`src/rtl/exe_stage_fwd.sv`:
```
// Execute stage with MEM/WB operand forwarding, a freezable EX/MEM register
// and an iterative shift-add unsigned multiplier writing HI/LO.
module exe_stage_fwd #(
  parameter int DW = 32,
  parameter int RW = 5,
  parameter int SW = 5
) (
  input  logic          CLK,
  input  logic          RESET,
  input  logic          id_valid,
  input  logic [3:0]    id_op,
  input  logic [DW-1:0] id_opa,
  input  logic [DW-1:0] id_opb,
  input  logic [RW-1:0] id_rsa,
  input  logic [RW-1:0] id_rsb,
  input  logic [DW-1:0] id_imm,
  input  logic          id_use_imm,
  input  logic [SW-1:0] id_shamt,
  input  logic [RW-1:0] id_wreg,
  input  logic          id_wb,
  input  logic          id_memrd,
  input  logic          id_memwr,
  input  logic          mem_wb,
  input  logic          wb_wb,
  input  logic [RW-1:0] mem_wreg,
  input  logic [RW-1:0] wb_wreg,
  input  logic [DW-1:0] mem_data,
  input  logic [DW-1:0] wb_data,
  input  logic          freeze,
  output logic          exe_busy,
  output logic          ex_valid,
  output logic          ex_wb,
  output logic          ex_memrd,
  output logic          ex_memwr,
  output logic [DW-1:0] ex_result,
  output logic [DW-1:0] ex_storedata,
  output logic [RW-1:0] ex_wreg,
  output logic [DW-1:0] hi,
  output logic [DW-1:0] lo
);

  localparam int CW = $clog2(DW + 1);

  localparam logic [3:0] OP_ADD  = 4'd0;
  localparam logic [3:0] OP_SUB  = 4'd1;
  localparam logic [3:0] OP_AND  = 4'd2;
  localparam logic [3:0] OP_OR   = 4'd3;
  localparam logic [3:0] OP_XOR  = 4'd4;
  localparam logic [3:0] OP_SLT  = 4'd5;
  localparam logic [3:0] OP_SLL  = 4'd6;
  localparam logic [3:0] OP_SRL  = 4'd7;
  localparam logic [3:0] OP_SRA  = 4'd8;
  localparam logic [3:0] OP_MULT = 4'd9;
  localparam logic [3:0] OP_MFHI = 4'd10;
  localparam logic [3:0] OP_MFLO = 4'd11;

  typedef enum logic [1:0] {IDLE, MUL, DONE} state_t;

  state_t state_q, state_d;

  logic          [DW-1:0]   fwd_a, fwd_b, op_b;
  logic signed   [DW-1:0]   op_a_s, op_b_s;
  logic                     shamt_big;
  logic          [DW-1:0]   alu_res;
  logic                     accept, mul_start, last_step, mul_finish;

  logic          [DW-1:0]   mcand_p0;
  logic          [2*DW-1:0] acc_p0;
  logic          [CW-1:0]   cnt_p0;
  logic          [RW-1:0]   mul_wreg_p0;
  logic          [DW:0]     step_sum;
  logic          [2*DW-1:0] acc_step;
  logic          [DW-1:0]   fin_lo;

  // Forwarding: MEM is younger than WB so it wins; r0 is hardwired zero.
  always_comb begin
    fwd_a = id_opa;
    if (id_rsa != '0 && mem_wb && mem_wreg == id_rsa)
      fwd_a = mem_data;
    else if (id_rsa != '0 && wb_wb && wb_wreg == id_rsa)
      fwd_a = wb_data;

    fwd_b = id_opb;
    if (id_rsb != '0 && mem_wb && mem_wreg == id_rsb)
      fwd_b = mem_data;
    else if (id_rsb != '0 && wb_wb && wb_wreg == id_rsb)
      fwd_b = wb_data;
  end

  assign op_b      = id_use_imm ? id_imm : fwd_b;
  assign op_a_s    = fwd_a;
  assign op_b_s    = op_b;
  assign shamt_big = (32'(id_shamt) >= 32'(DW));

  always_comb begin
    alu_res = '0;
    case (id_op)
      OP_ADD:  alu_res = fwd_a + op_b;
      OP_SUB:  alu_res = fwd_a - op_b;
      OP_AND:  alu_res = fwd_a & op_b;
      OP_OR:   alu_res = fwd_a | op_b;
      OP_XOR:  alu_res = fwd_a ^ op_b;
      OP_SLT:  alu_res = {{(DW-1){1'b0}}, (op_a_s < op_b_s)};
      OP_SLL:  alu_res = shamt_big ? '0 : (op_b << id_shamt);
      OP_SRL:  alu_res = shamt_big ? '0 : (op_b >> id_shamt);
      OP_SRA:  alu_res = shamt_big ? {DW{op_b[DW-1]}} : DW'(op_b_s >>> id_shamt);
      OP_MFHI: alu_res = hi;
      OP_MFLO: alu_res = lo;
      default: alu_res = '0;
    endcase
  end

  assign exe_busy   = (state_q != IDLE);
  assign accept     = id_valid && !freeze && !exe_busy;
  assign mul_start  = accept && (id_op == OP_MULT);
  assign last_step  = (state_q == MUL) && (cnt_p0 == CW'(1));
  assign mul_finish = !freeze && (last_step || state_q == DONE);

  // One shift-add step: add multiplicand into the upper half, shift right.
  assign step_sum = {1'b0, acc_p0[2*DW-1:DW]} + {1'b0, (acc_p0[0] ? mcand_p0 : '0)};
  assign acc_step = {step_sum, acc_p0[DW-1:1]};
  assign fin_lo   = last_step ? acc_step[DW-1:0] : lo;

  always_comb begin
    state_d = state_q;
    case (state_q)
      IDLE: if (mul_start) state_d = MUL;
      MUL:  if (last_step) state_d = freeze ? DONE : IDLE;
      DONE: if (!freeze) state_d = IDLE;
      default: state_d = IDLE;
    endcase
  end

  always_ff @(posedge CLK) begin
    if (RESET) state_q <= IDLE;
    else       state_q <= state_d;
  end

  // Multiplier stage p0: operand latch, iteration, HI/LO writeback.
  always_ff @(posedge CLK) begin
    if (RESET) begin
      cnt_p0 <= '0;
      hi     <= '0;
      lo     <= '0;
    end else if (mul_start) begin
      mcand_p0    <= fwd_a;
      acc_p0      <= {{DW{1'b0}}, fwd_b};
      cnt_p0      <= CW'(DW);
      mul_wreg_p0 <= id_wreg;
    end else if (state_q == MUL) begin
      acc_p0 <= acc_step;
      cnt_p0 <= cnt_p0 - CW'(1);
      if (last_step) {hi, lo} <= acc_step;
    end
  end

  // EX/MEM register.
  always_ff @(posedge CLK) begin
    if (RESET) begin
      ex_valid     <= 1'b0;
      ex_wb        <= 1'b0;
      ex_memrd     <= 1'b0;
      ex_memwr     <= 1'b0;
      ex_result    <= '0;
      ex_storedata <= '0;
      ex_wreg      <= '0;
    end else if (!freeze) begin
      if (mul_finish) begin
        ex_valid     <= 1'b1;
        ex_wb        <= 1'b0;
        ex_memrd     <= 1'b0;
        ex_memwr     <= 1'b0;
        ex_result    <= fin_lo;
        ex_storedata <= '0;
        ex_wreg      <= mul_wreg_p0;
      end else if (accept && id_op != OP_MULT) begin
        ex_valid     <= 1'b1;
        ex_wb        <= id_wb;
        ex_memrd     <= id_memrd;
        ex_memwr     <= id_memwr;
        ex_result    <= alu_res;
        ex_storedata <= fwd_b;
        ex_wreg      <= id_wreg;
      end else begin
        ex_valid  <= 1'b0;
        ex_wb     <= 1'b0;
        ex_memrd  <= 1'b0;
        ex_memwr  <= 1'b0;
        ex_result <= '0;
      end
    end
  end

endmodule

```
`config.mk`:
```
export PLATFORM = sky130hd
export DESIGN_NAME = exe_stage_fwd
export DESIGN_NICKNAME = d
export VERILOG_FILES = /design/src/rtl/exe_stage_fwd.sv
export SDC_FILE = /design/constraint.sdc
export NUM_CORES = 1
export LEC_CHECK = 0
export ABC_AREA = 1
export CAP_MARGIN = 10
export CORE_ASPECT_RATIO = 0.6
export CORE_MARGIN = 3
export CORE_UTILIZATION = 35
export DETAILED_ROUTE_END_ITERATION = 8
export PLACE_DENSITY = 0.52
export SETUP_SLACK_MARGIN = 0.15
export SLEW_MARGIN = 20
export SYNTH_ARGS = -nofsm -noshare
export SYNTH_HDL_FRONTEND = slang
export SYNTH_SLANG_ARGS = --single-unit
export TNS_END_PERCENT = 50
```
`constraint.sdc`:
```
create_clock -name CLK -period 8 [get_ports CLK]
set_input_delay 2 -clock CLK [delete_from_list [all_inputs] [get_ports CLK]]
set_output_delay 2 -clock CLK [all_outputs]
set_load 0.05 [all_outputs]
```
==> impl_metrics.tcl <==
set metrics [dict create \
    status "finished, final reports clean" \
    critPathLaunchType "primary input" \
    clk_latency_ns 0.61 \
    dpl.cell_count 4971 \
    holdPathStages 2 \
    finalClockSkew_ns 0.0378 \
    end_kind "flip-flop" \
    fin_util 0.458 \
    routabilityCongestion 1.08 \
    grt_usage 0.387 \
    antenna_found_initial 12 \
    netlist_top_cells_count "888 x nand2_1, 538 x nand3_1, 410 x inv_1" \
    arrival_ns 7.43 \
    synth.most_common_cell "nand2_1" \
    critPathMaxStageDelay_ns 0.66 \
    cp_max_fo 64 \
    fin_area_mm2 0.0299 \
    multi_input_area_mm2 0.0150 \
    grt_pass1_vias 26200 \
    yosys_warnings 0 \
    die_y_um 206 \
    drtPass1Iterations 6 \
    drc 0 \
    initial_core_util 0.358 \
    rr_endpoint "acc_p0[61]" \
    cts_tree "done" \
    cpMaxStageDelayCell "o21ai_0" \
    power_mw 4.32 \
    drt_wl_total_um 140000 \
    wire_per_inst_um 27.8 \
    clock_sinks 246 \
    ys_async_sr_fraction 0 \
    stdcell_count 5029 \
    period_needed_ns 6.96 \
    max_slew_margin 0.259 \
    fmax_mhz 144 \
    port_buffers 341 \
    register_area_mm2 0.00594 \
    fin_nets 4457 \
    synth-compound-area-share 0.163 \
    ant_nets 0 \
    ys.flop_type "dfxtp_1" \
    synth_cell_type_count 60 \
    netlist_area_mm2 0.0233 \
    setup_viol 0 \
    power_density_mw_per_mm2 145 \
    crit_required_ns 8.48 \
    dp_hpwl_um 115000 \
    r2r_start "acc_p0[0]" \
    path_clk_slew_ns 0.07 \
    area_growth_pct 28.0 \
    synth_top_family_by_area "simple AND/OR/NAND/NOR gates" \
    p_leak_nw 13.8 \
    post_cts_buffers 0 \
    synthMuxAreaShare 0.00343 \
    postCtsHoldBufs 0 \
    ys_seq_area_frac 0.255 \
    grt_max_degree 75 \
    crit_top_cell "buf_4" \
    htreeDepth 1 \
    cap_viol_max_count 0 \
    via_per_inst 5.65 \
    ys_ff_latch 246 \
    synth-xor-area-share 0.0158 \
    drive_gt1_frac 0.113 \
    cp-startpoint "id_rsa[4]" \
    synth_top_area_cell "nand2_1" \
    cp-endpoint "ex_result[31]" \
    io_pins 342 \
    core-area_mm2 0.0651 \
    holdCritPathClass "flip-flop to flip-flop" \
    finalHoldViolCount 0 \
    grt-ovfl-total 0 \
    core.rowCount 72 \
    yosys.area_share.simple 0.380 \
    rr_worst_depth 19 \
    ir_worst_vdd_mv 0.159 \
    worstSetupPathType "primary input to flip-flop" \
    synthCells 3683 \
    placed_cell_area_mm2 0.0290 \
    cts_buffers 28 \
    syn_nets 4027 \
    grt_first_pass_wirelength_um 193000 \
    cts-root-buf "clkbuf_16" \
    die_x_um 339 \
    final.fill_count 6968 \
    grt_setup_unrepaired "no" \
    synth_top_area_frac 0.143 \
    vias 28400 \
    r2r_setup_slack_ns 4.23 \
    synthAdderAreaFrac 0.0761 \
    cts_resized 0 \
    setup_tns_ns 0 \
    drt_iter0_markers 4301 \
    finalMaxSlewViolations 0 \
    die_area_mm2 0.0699 \
    tightest_slew_ns 1.10 \
    cts_buffer_depth 3 \
    synthTopCellsByArea "nand2_1 14%, edfxtp_1 13%, dfxtp_1 12%, nand3_1 12%, ha_1 7.3%" \
    synth-edff-count 101 \
    period_share 0.870 \
    syn_avg_cell_area_um2 6.33 \
]
worst max-delay path, delay by kind of cell:
kind | cells | cell delay (ns)
AOI/OAI and AO/OA | 6 | 1.75
buffers and inverters | 9 | 1.90
and+or+nand+nor | 10 | 1.47
adders and majority gates | 1 | 0.30
cells by family (layout without fill, tap and decap cells):
group | after synthesis | count (layout)
AOI/OAI and AO/OA | 671 | 671
xor gates and xnor gates | 42 | 42
adders and majority gates | 140 | 140
buffers and inverters | 628 | 1080
DFF | 246 | 246
muxes | 8 | 8
other | 0 | 6
and+or+nand+nor | 1948 | 1948
worst min path at each step:
stage | startpoint | endpoint | slack [ns]
after floorplan | cnt_p0[1] | cnt_p0[1] | 0.45
after global placement | ex_storedata[27] | ex_storedata[27] | 0.45
after detailed placement | ex_storedata[19] | ex_storedata[19] | 0.45
after CTS | ex_storedata[1] | ex_storedata[1] | 0.47
after global routing | ex_storedata[20] | ex_storedata[20] | 0.48
final | ex_storedata[1] | ex_storedata[1] | 0.46
registers in the layout (all words and copies together) (netlist names):
| signal | cells |
|---|---|
| cnt_p0 | 6 |
| lo | 32 |
| mcand_p0 | 32 |
| acc_p0 | 64 |
| ex_wb | 1 |
| ex_valid | 1 |
| ex_memwr | 1 |
| mul_wreg_p0 | 5 |
| ex_memrd | 1 |
| ex_storedata | 32 |
| state_q | 2 |
| hi | 32 |
| ex_result | 32 |
| ex_wreg | 5 |
routing by layer:
layer	global-route usage	vias up	routed length (µm)
met2	0.527	1688	53000
met1	0.552	13400	61900
met5	0.0167	-	48
met4	0.101	8	4460
met3	0.161	181	20400
li1	-	13200	-
layout by cell type (no fill, tap or decap), types with 7 or more instances in the layout:
master           synthesis  layout
buf_4                    9     253
nand3_2                 88      88
nand4_1                 33      33
clkdlybuf4s50_1          0     337
nor2_2                   3       8
edfxtp_1               101     101
nand2_2                 10      11
inv_2                   13      15
xnor2_1                 19      19
nor4_1                   8       8
xor2_1                  23      23
a2111oi_0               13      12
o21ai_1                 30      34
o21ai_0                201     197
clkinv_1                10      11
nor3_1                  20      20
dfxtp_1                145     145
or2_2                   24      24
clkbuf_16                0      29
ha_1                   137     137
nor2_1                 314     305
a211oi_1                11      11
nand3b_1                 7       7
o211ai_1                57      57
a31oi_1                 29      29
a21oi_1                257     255
nand3_1                538     538
nand2_1                888     887
mux2i_1                  8       8
o22ai_1                 22      22
inv_1                  410     409
through the flow:
stage,hold WS (ns),setup slack [ns]
6_report,0.464,1.04
5_1_grt,0.479,0.940
4_1_cts,0.466,1.40
3_5_place_dp,0.454,0.786
3_3_place_gp,0.450,0.791
2_1_floorplan,0.450,1.58
layout make-up:
type | instances | share of cell area
Tap cell | 888 | 0.0372
Sequential cell | 246 | 0.199
Multi-Input combinational cell | 2809 | 0.501
Clock buffer | 37 | 0.0266
Inverter | 434 | 0.0547
Antenna cell | 6 | 0.000503
Clock inverter | 15 | 0.00331
Timing Repair Buffer | 594 | 0.178
report_power, final:
| group | total, mW | internal [mW] | leakage, nW | switching, mW |
|---|---|---|---|---|
| Clock | 1.31 | 0.705 | 0.439 | 0.608 |
| Sequential | 1.35 | 1.33 | 2.09 | 0.0189 |
| Combinational | 1.66 | 0.570 | 11.3 | 1.09 |
(Power assumes the default switching activity.)
